**config.mk**
```make
export PLATFORM = sky130hd
export DESIGN_NAME = cpu_control
export DESIGN_NICKNAME = d
export VERILOG_FILES = /design/src/rtl/cpu_pkg.sv /design/src/rtl/cpu_control.sv
export SDC_FILE = /design/constraint.sdc
export NUM_CORES = 1
export LEC_CHECK = 0
export ABC_AREA = 1
export BUFFER_PORTS_ARGS = -buffer_cell sky130_fd_sc_hd__buf_2
export CAP_MARGIN = 40
export CORE_MARGIN = 4
export CORE_UTILIZATION = 40
export CTS_CLUSTER_SIZE = 8
export DETAILED_ROUTE_END_ITERATION = 12
export PLACE_DENSITY_LB_ADDON = 0.05
export REMOVE_ABC_BUFFERS = 1
export SYNTH_ARGS = -nofsm -noshare
export SYNTH_HDL_FRONTEND = slang
export SYNTH_SLANG_ARGS = --single-unit
```
**constraint.sdc**
```tcl
create_clock -name i_clk -period 1.21 [get_ports i_clk]
set_clock_uncertainty 0.15 [all_clocks]
set_input_delay 0.1815 -clock i_clk [delete_from_list [all_inputs] [get_ports i_clk]]
set_output_delay 0.1815 -clock i_clk [all_outputs]
set_load 0.05 [all_outputs]
```
**src/rtl/cpu_pkg.sv**
```systemverilog
// Shared encodings for the accumulator CPU: ALU commands, ISA opcodes and
// the control sequencer state type.
package cpu_pkg;

   localparam logic [2:0] ALU_ADD   = 3'b000;
   localparam logic [2:0] ALU_INC   = 3'b001;
   localparam logic [2:0] ALU_NEG   = 3'b010;
   localparam logic [2:0] ALU_SUB   = 3'b011;
   localparam logic [2:0] ALU_PASSA = 3'b100;

   localparam logic [3:0] OP_NOP   = 4'h0;
   localparam logic [3:0] OP_LOAD  = 4'h1;
   localparam logic [3:0] OP_STORE = 4'h2;
   localparam logic [3:0] OP_ADD   = 4'h3;
   localparam logic [3:0] OP_SUB   = 4'h4;
   localparam logic [3:0] OP_NEG   = 4'h5;
   localparam logic [3:0] OP_INC   = 4'h6;
   localparam logic [3:0] OP_JMP   = 4'h7;
   localparam logic [3:0] OP_JZ    = 4'h8;
   localparam logic [3:0] OP_JN    = 4'h9;
   localparam logic [3:0] OP_HALT  = 4'hF;

   typedef enum logic [2:0] {
      ST_FETCH  = 3'd0,
      ST_DECODE = 3'd1,
      ST_MEM_RD = 3'd2,
      ST_MEM_WR = 3'd3,
      ST_EXEC   = 3'd4,
      ST_HALT   = 3'd5
   } state_t;

endpackage

```
**src/rtl/cpu_control.sv**
```systemverilog
// Multicycle control sequencer for the accumulator CPU: registered state and
// condition flags, with all datapath/memory strobes decoded combinationally.
//
// state     | meaning
// ----------+-------------------------------------------------------------
// ST_FETCH  | read instruction at PC; IR load + PC increment on mem_ready
// ST_DECODE | one cycle; dispatch on opcode, resolve jumps
// ST_MEM_RD | read operand at IR address into MDR
// ST_MEM_WR | write AC to IR address
// ST_EXEC   | ALU operation, AC load, flag capture
// ST_HALT   | absorbing until reset
module cpu_control
   import cpu_pkg::*;
(
   input  logic       i_clk,
   input  logic       i_reset,
   input  logic [3:0] i_ir_opcode,
   input  logic       i_mem_ready,
   input  logic       i_alu_zero,
   input  logic       i_alu_neg,
   output logic [2:0] o_alu_op,
   output logic       o_alu_a_sel,
   output logic       o_mem_req,
   output logic       o_mem_we,
   output logic       o_mem_addr_sel,
   output logic       o_ir_load,
   output logic       o_mdr_load,
   output logic       o_ac_load,
   output logic       o_pc_inc,
   output logic       o_pc_load,
   output logic       o_flag_z,
   output logic       o_flag_n,
   output logic       o_halted,
   output logic       o_illegal
);

   state_t     r_state;
   logic       r_flag_z;
   logic       r_flag_n;
   logic       r_halted;
   logic       r_illegal;

   state_t     w_state_nxt;
   logic [2:0] w_alu_op;
   logic       w_alu_a_sel;
   logic       w_mem_req;
   logic       w_mem_we;
   logic       w_mem_addr_sel;
   logic       w_ir_load;
   logic       w_mdr_load;
   logic       w_ac_load;
   logic       w_pc_inc;
   logic       w_pc_load;
   logic       w_set_illegal;

   // Reset gates the whole decode so an in-flight request is dropped without
   // a completion strobe, even if mem_ready arrives in the reset cycle.
   always_comb begin
      w_state_nxt    = r_state;
      w_alu_op       = ALU_PASSA;
      w_alu_a_sel    = 1'b0;
      w_mem_req      = 1'b0;
      w_mem_we       = 1'b0;
      w_mem_addr_sel = 1'b0;
      w_ir_load      = 1'b0;
      w_mdr_load     = 1'b0;
      w_ac_load      = 1'b0;
      w_pc_inc       = 1'b0;
      w_pc_load      = 1'b0;
      w_set_illegal  = 1'b0;
      if (!i_reset) begin
         case (r_state)
            ST_FETCH: begin
               w_mem_req = 1'b1;
               if (i_mem_ready) begin
                  w_ir_load   = 1'b1;
                  w_pc_inc    = 1'b1;
                  w_state_nxt = ST_DECODE;
               end
            end
            ST_DECODE: begin
               case (i_ir_opcode)
                  OP_LOAD, OP_ADD, OP_SUB: w_state_nxt = ST_MEM_RD;
                  OP_STORE:                w_state_nxt = ST_MEM_WR;
                  OP_NOP, OP_NEG, OP_INC:  w_state_nxt = ST_EXEC;
                  OP_JMP: begin
                     w_pc_load   = 1'b1;
                     w_state_nxt = ST_FETCH;
                  end
                  OP_JZ: begin
                     w_pc_load   = r_flag_z;
                     w_state_nxt = ST_FETCH;
                  end
                  OP_JN: begin
                     w_pc_load   = r_flag_n;
                     w_state_nxt = ST_FETCH;
                  end
                  OP_HALT: w_state_nxt = ST_HALT;
                  default: begin
                     w_set_illegal = 1'b1;
                     w_state_nxt   = ST_HALT;
                  end
               endcase
            end
            ST_MEM_RD: begin
               w_mem_req      = 1'b1;
               w_mem_addr_sel = 1'b1;
               if (i_mem_ready) begin
                  w_mdr_load  = 1'b1;
                  w_state_nxt = ST_EXEC;
               end
            end
            ST_MEM_WR: begin
               // ALU passes AC through so the write data path is AC.
               w_mem_req      = 1'b1;
               w_mem_we       = 1'b1;
               w_mem_addr_sel = 1'b1;
               w_alu_op       = ALU_PASSA;
               w_alu_a_sel    = 1'b0;
               if (i_mem_ready) begin
                  w_state_nxt = ST_FETCH;
               end
            end
            ST_EXEC: begin
               w_state_nxt = ST_FETCH;
               case (i_ir_opcode)
                  OP_LOAD: begin
                     w_alu_op    = ALU_PASSA;
                     w_alu_a_sel = 1'b1;
                     w_ac_load   = 1'b1;
                  end
                  OP_ADD: begin
                     w_alu_op    = ALU_ADD;
                     w_alu_a_sel = 1'b1;
                     w_ac_load   = 1'b1;
                  end
                  OP_SUB: begin
                     w_alu_op    = ALU_SUB;
                     w_alu_a_sel = 1'b1;
                     w_ac_load   = 1'b1;
                  end
                  OP_NEG: begin
                     w_alu_op    = ALU_NEG;
                     w_alu_a_sel = 1'b0;
                     w_ac_load   = 1'b1;
                  end
                  OP_INC: begin
                     w_alu_op    = ALU_INC;
                     w_alu_a_sel = 1'b0;
                     w_ac_load   = 1'b1;
                  end
                  default: begin
                     w_ac_load = 1'b0;
                  end
               endcase
            end
            ST_HALT: w_state_nxt = ST_HALT;
            default: w_state_nxt = ST_FETCH;
         endcase
      end
   end

   always_ff @(posedge i_clk) begin
      if (i_reset) begin
         r_state   <= ST_FETCH;
         r_flag_z  <= 1'b0;
         r_flag_n  <= 1'b0;
         r_halted  <= 1'b0;
         r_illegal <= 1'b0;
      end else begin
         r_state  <= w_state_nxt;
         r_halted <= (w_state_nxt == ST_HALT);
         if (w_ac_load) begin
            r_flag_z <= i_alu_zero;
            r_flag_n <= i_alu_neg;
         end
         if (w_set_illegal) begin
            r_illegal <= 1'b1;
         end
      end
   end

   assign o_alu_op       = w_alu_op;
   assign o_alu_a_sel    = w_alu_a_sel;
   assign o_mem_req      = w_mem_req;
   assign o_mem_we       = w_mem_we;
   assign o_mem_addr_sel = w_mem_addr_sel;
   assign o_ir_load      = w_ir_load;
   assign o_mdr_load     = w_mdr_load;
   assign o_ac_load      = w_ac_load;
   assign o_pc_inc       = w_pc_inc;
   assign o_pc_load      = w_pc_load;
   assign o_flag_z       = r_flag_z;
   assign o_flag_n       = r_flag_n;
   assign o_halted       = r_halted;
   assign o_illegal      = r_illegal;

endmodule

```
**Word-level counts from Yosys, hierarchy flattened**

Index checks and enable logic that the tools add are counted.

- Logic and storage cells: 62
- Bits of input ports: 9
- Bits in registers: 7
- Output and inout port bits: 16

- Multiplexer cells: 32
- Equality and inequality tests: 16
- Reduce and logical (&&, ||, !) cells: 9

Operators by type and width:

| operator | count |
|---|---|
| $pmux 3 s4 | 2 |
| $mux 1 | 22 |
| $mux 3 | 6 |
| $eq 4x3->1 const B | 4 |
| $pmux 3 s5 | 1 |
| $eq 4x4->1 const B | 3 |
| $reduce_or 3->1 | 4 |
| $reduce_or 11->1 | 1 |
| $eq 3x3->1 const B | 3 |
| $eq 4x2->1 const B | 2 |
| $eq 3x2->1 const B | 2 |
| $reduce_or 5->1 | 1 |
| $eq 4x1->1 const B | 1 |
| $logic_not 4->1 | 1 |
| $eq 3x1->1 const B | 1 |
| $logic_not 3->1 | 1 |
| $pmux 1 s3 | 1 |
| $reduce_or 2->1 | 1 |

**Longest topological paths before layout**

- Depth after elaboration: 6
- Mapped depth: 10
- Gate-level depth less buffers: 10

**Worst setup path after synthesis**

OpenSTA, ideal clock, no wires.

- Path type: register to output
- Start: reg r_state[2]
- End: out o_pc_inc
- Setup slack: -1.120 ns
- Stages on the path, launching flop included: 5
- Path buffers: 1
- Arrival time: 1.999 ns
- Required time: 0.879 ns
- Cells stage by stage: dfxtp_1 inv_2 nand2_1 nor3_1 buf_4

- Cells in the longest elaborated chain, start to end: 3

RTL lines:

| item | line | RTL |
|---|---|---|
| start, declared | cpu_control.sv:37 | `state_t r_state;` |
| start signal, assigned | cpu_control.sv:171 | `r_state <= w_state_nxt;` |
| $logic_not 3->1 | - |  |
| $mux 1 (2 in series) | - |  |
| end, declared | cpu_control.sv:29 | `output logic o_pc_inc,` |

Every way passes these cells.

**Final worst setup path**

- Start: reg r_state[1]
- End: out o_ac_load

- Cells in the longest elaborated chain, start to end: 3

RTL lines:

| item | line | RTL |
|---|---|---|
| $eq 3x3->1 | cpu_control.sv:72 | `case (r_state)` |
| $mux 1 | cpu_control.sv:72 |  |
| $mux 1 | cpu_control.sv:71 | `if (!i_reset) begin` |
| end, declared | cpu_control.sv:28 | `output logic o_ac_load,` |

Every way passes these cells.

==> impl_results.md <==
* Outcome: finished with violations
* Failing checks: setup timing
* Count of buffer and inverter cells on the critical path at 3
* CTS tree: built
* Crit path max-delay cell type: dfxtp_2
* Count of placed standard cells in the final layout, fillers left out at 163
* Global router's overall resource usage at about 20%
* Setup slack of the critical path after layout at -525.8 ps
* Post-Route WL at around 2600 um
* Cell at the root of the clock tree: clkbuf_4
* Count of unique library cells instantiated by Yosys at 24
* Max Root-Sink Buffers at 2
* Number of antenna violations at the first check in global routing at 0
* Power density over the cells at approximately 840 nW/um2
* Worst-path fanout max at 3
* Input/output buffers at 24
* Area of the die at 2042 um2
* Highest achievable clock rate at 576.1 MHz
* Max rail drop VDD at slightly above 900 uV
* Floorplan die height at 45.19 um
* Crit-path leading delay family: simple AND/OR/NAND/NOR gates
* Placeable core region at roughly 1300 um2
* Sinks on Clock Net at 7
* Final min period at around 1700 ps
* Kind of capture point of the worst setup path: output port
* Clock buffers created by TritonCTS at 3
* Clock-pin slew on the worst setup and hold paths at 50 ps
* Mean instance size in the synthesized netlist at between 6 and 7 um2
* Total count of max-transition violations in the final report at 0
* RSZ-0062 raised after global routing: yes
* Synth Register Bits at 7
* Hold Vio Cnt, Final at 0
* Latest clock arrival within the worst-skew pair at around 250 ps
* Drc violations at 0
* Via/cell ratio at approximately 5.3
* Final weighted congestion of routability-driven global placement at a little over 0.8
* Total number of vias at slightly below 900
* Largest net degree at the start of global routing at 7
* Final instance area at approximately 1200 um2
* Critical Path AT at between 1000 and 1500 ps
* Share of the core filled with cells at 89.23%
* Layout area overhead at 110.0%
* Die width at 45.19 um
* Number of nets in the layout at 158
* N_diodes at 0
* Cell Chain, Critical Path: inv_4 > nand2_4 > nor3_4 > buf_6 > nand2_2 > nand2_4 > buf_8
* Total cell area at the placement stage at roughly 800 um2
* Number of hold buffers added after CTS at 0
* Worst Setup SP: r_state[1]$_SDFF_PP0_
* Post-synth EDFFs at 0
* Most frequently used flop master after synthesis: dfxtp_1
* GRT Residual Overflow at 0
* Starting DRT DRC Count at 35
* Origin of the critical flop-to-flop path: r_state[1]$_SDFF_PP0_
* Final setup violation count at 19
* Number of maximum-capacitance constraint violations at 0
* Critical path startpoint category: flop
* Share of synthesized area occupied by flip-flops and latches at between 20% and 30%
* Final period utilization at 143.5%
* Wire length of the first global-routing pass at between 3000 and 4000 um
* Classification of the worst-slack hold path: in2reg
* Number of H-tree levels at 1
* Cell Area, Synth at around 550 um2
* Share of synthesized flip-flops with an asynchronous set or reset at 0%
* Number of warning messages in the yosys log at 0
* Critical path type: reg2out
* Number of routed nets with antenna violations at 0
* Pleak at a little over 0.6 nW
* Delay of the slowest critical-path stage at between 300 and 400 ps
* Drt wl/cell at between 15 and 20 um
* Standard-cell row count at 13
* TritonRoute pass-1 iters at 4
* Most common cell type on the critical path: nand2_4
* Normalized max-slew margin at about 79%
* HPWL Detailed at 1227 um
* Slew at the pin with the worst max-slew slack at between 300 and 400 ps
* Total I/O pin count at 25
* Via count of the first global-routing pass at between 700 and 800
* Post-Syn Instances at around 90
* Initial Utilization at between 40% and 50%
* CP Data Required Time at 880 ps
* Share of cells above drive strength 1 at between 60% and 70%
* Total Power Consumption at 0.0009729 W
* Origin of the worst min-delay path: i_alu_neg
* Cell total after placement at roughly 150
==> tightest hold or removal path, stage by stage <==
cell    delay, ps
buf_2          80
nor2_2         30
nor2_1         70
==> cells in the final DEF, fill, tap and decap left out, types with 3 or more instances in the layout <==
cell type / instances
a21oi_1: 4
buf_2: 10
buf_4: 28
buf_6: 13
buf_8: 3
clkbuf_4: 4
dfxtp_1: 4
inv_1: 5
inv_2: 6
inv_4: 3
nand2_1: 12
nand2_2: 6
nand2_4: 5
nor2_1: 11
nor2_2: 6
nor3_4: 3
o21ai_1: 3
==> sequential cells by signal, indices dropped and copies added (netlist names) <==
signal,count
o_illegal,1
o_flag_n,1
r_state,3
o_halted,1
o_flag_z,1
==> kinds of logic after synthesis <==
kind of cell | synth area share, %
simple gates | 46.15
flops | 25.34
compound gates | 14.25
buf+inv | 14.25
==> routing by layer <==
metal  vias to the layer above  routed length, um  global-route usage [%]
li1                        400                  -                       -
met1                       402               1073                   24.40
met2                        56               1230                   35.31
met3                        14                178                   3.187
met4                         0                131                   8.772
met5                         -                  0                       0
==> cell usage after synthesis (2+ instances only) <==
master   count  area share [%]
o21ai_1      3             2.7
a31oi_1      2             2.3
nand3_1      3             2.7
nand2_2      4             4.5
nor2_2       2             2.3
a21oi_1      6             5.4
nand2_1     19              13
nor3_1       2             1.8
inv_1        7             4.8
dfxtp_1      7              25
nor2_1      17              12
inv_2        7             4.8
==> final timing paths <==
check | cells after the start | endpoint | slack [ps]
max | 7 | o_ac_load | -530
min | 3 | o_flag_n$_SDFFE_PP0P_ | 10
max reg2reg | 11 | o_flag_z$_SDFFE_PP0P_ | -450
min reg2reg | 2 | o_illegal$_SDFFE_PP0P_ | 340
==> per-stage QoR <==
stage                     hold slack, ps  TNS (ps)  setup WS (ps)
after floorplan                    100.6     -8102          -1680
after global placement             255.3     -2422         -238.8
after detailed placement           261.6     -2827         -268.9
after CTS                          4.133     -5411         -467.9
after global routing               46.63     -7561         -576.7
final                              12.33     -6502         -525.8
==> power breakdown <==
part	switching, W	internal [W]	leakage [nW]	total [W]
registers	0.0000152	0.000248	0.0585	0.000263
logic	0.000293	0.000209	0.542	0.000502
clock network	0.0000822	0.000126	0.0150	0.000208
total	0.000390	0.000583	0.615	0.000973
==> cell type report <==
| type | instances | area, um2 |
|---|---|---|
| fill | 55 | 140.1 |
| tap | 15 | 18.77 |
| clock buffer | 4 | 26.28 |
| inverter | 15 | 65.06 |
| multi-input combinational | 67 | 445.4 |
| sequential | 7 | 146.4 |
| timing repair buffer | 55 | 459.2 |
==> timing repair <==
item	CTS	global route
resized for setup	48	23
setup endpoints to repair	16	20
buffers inserted	9	7
pin swaps	10	10
No activity file was read; power rests on OpenSTA's default activity.
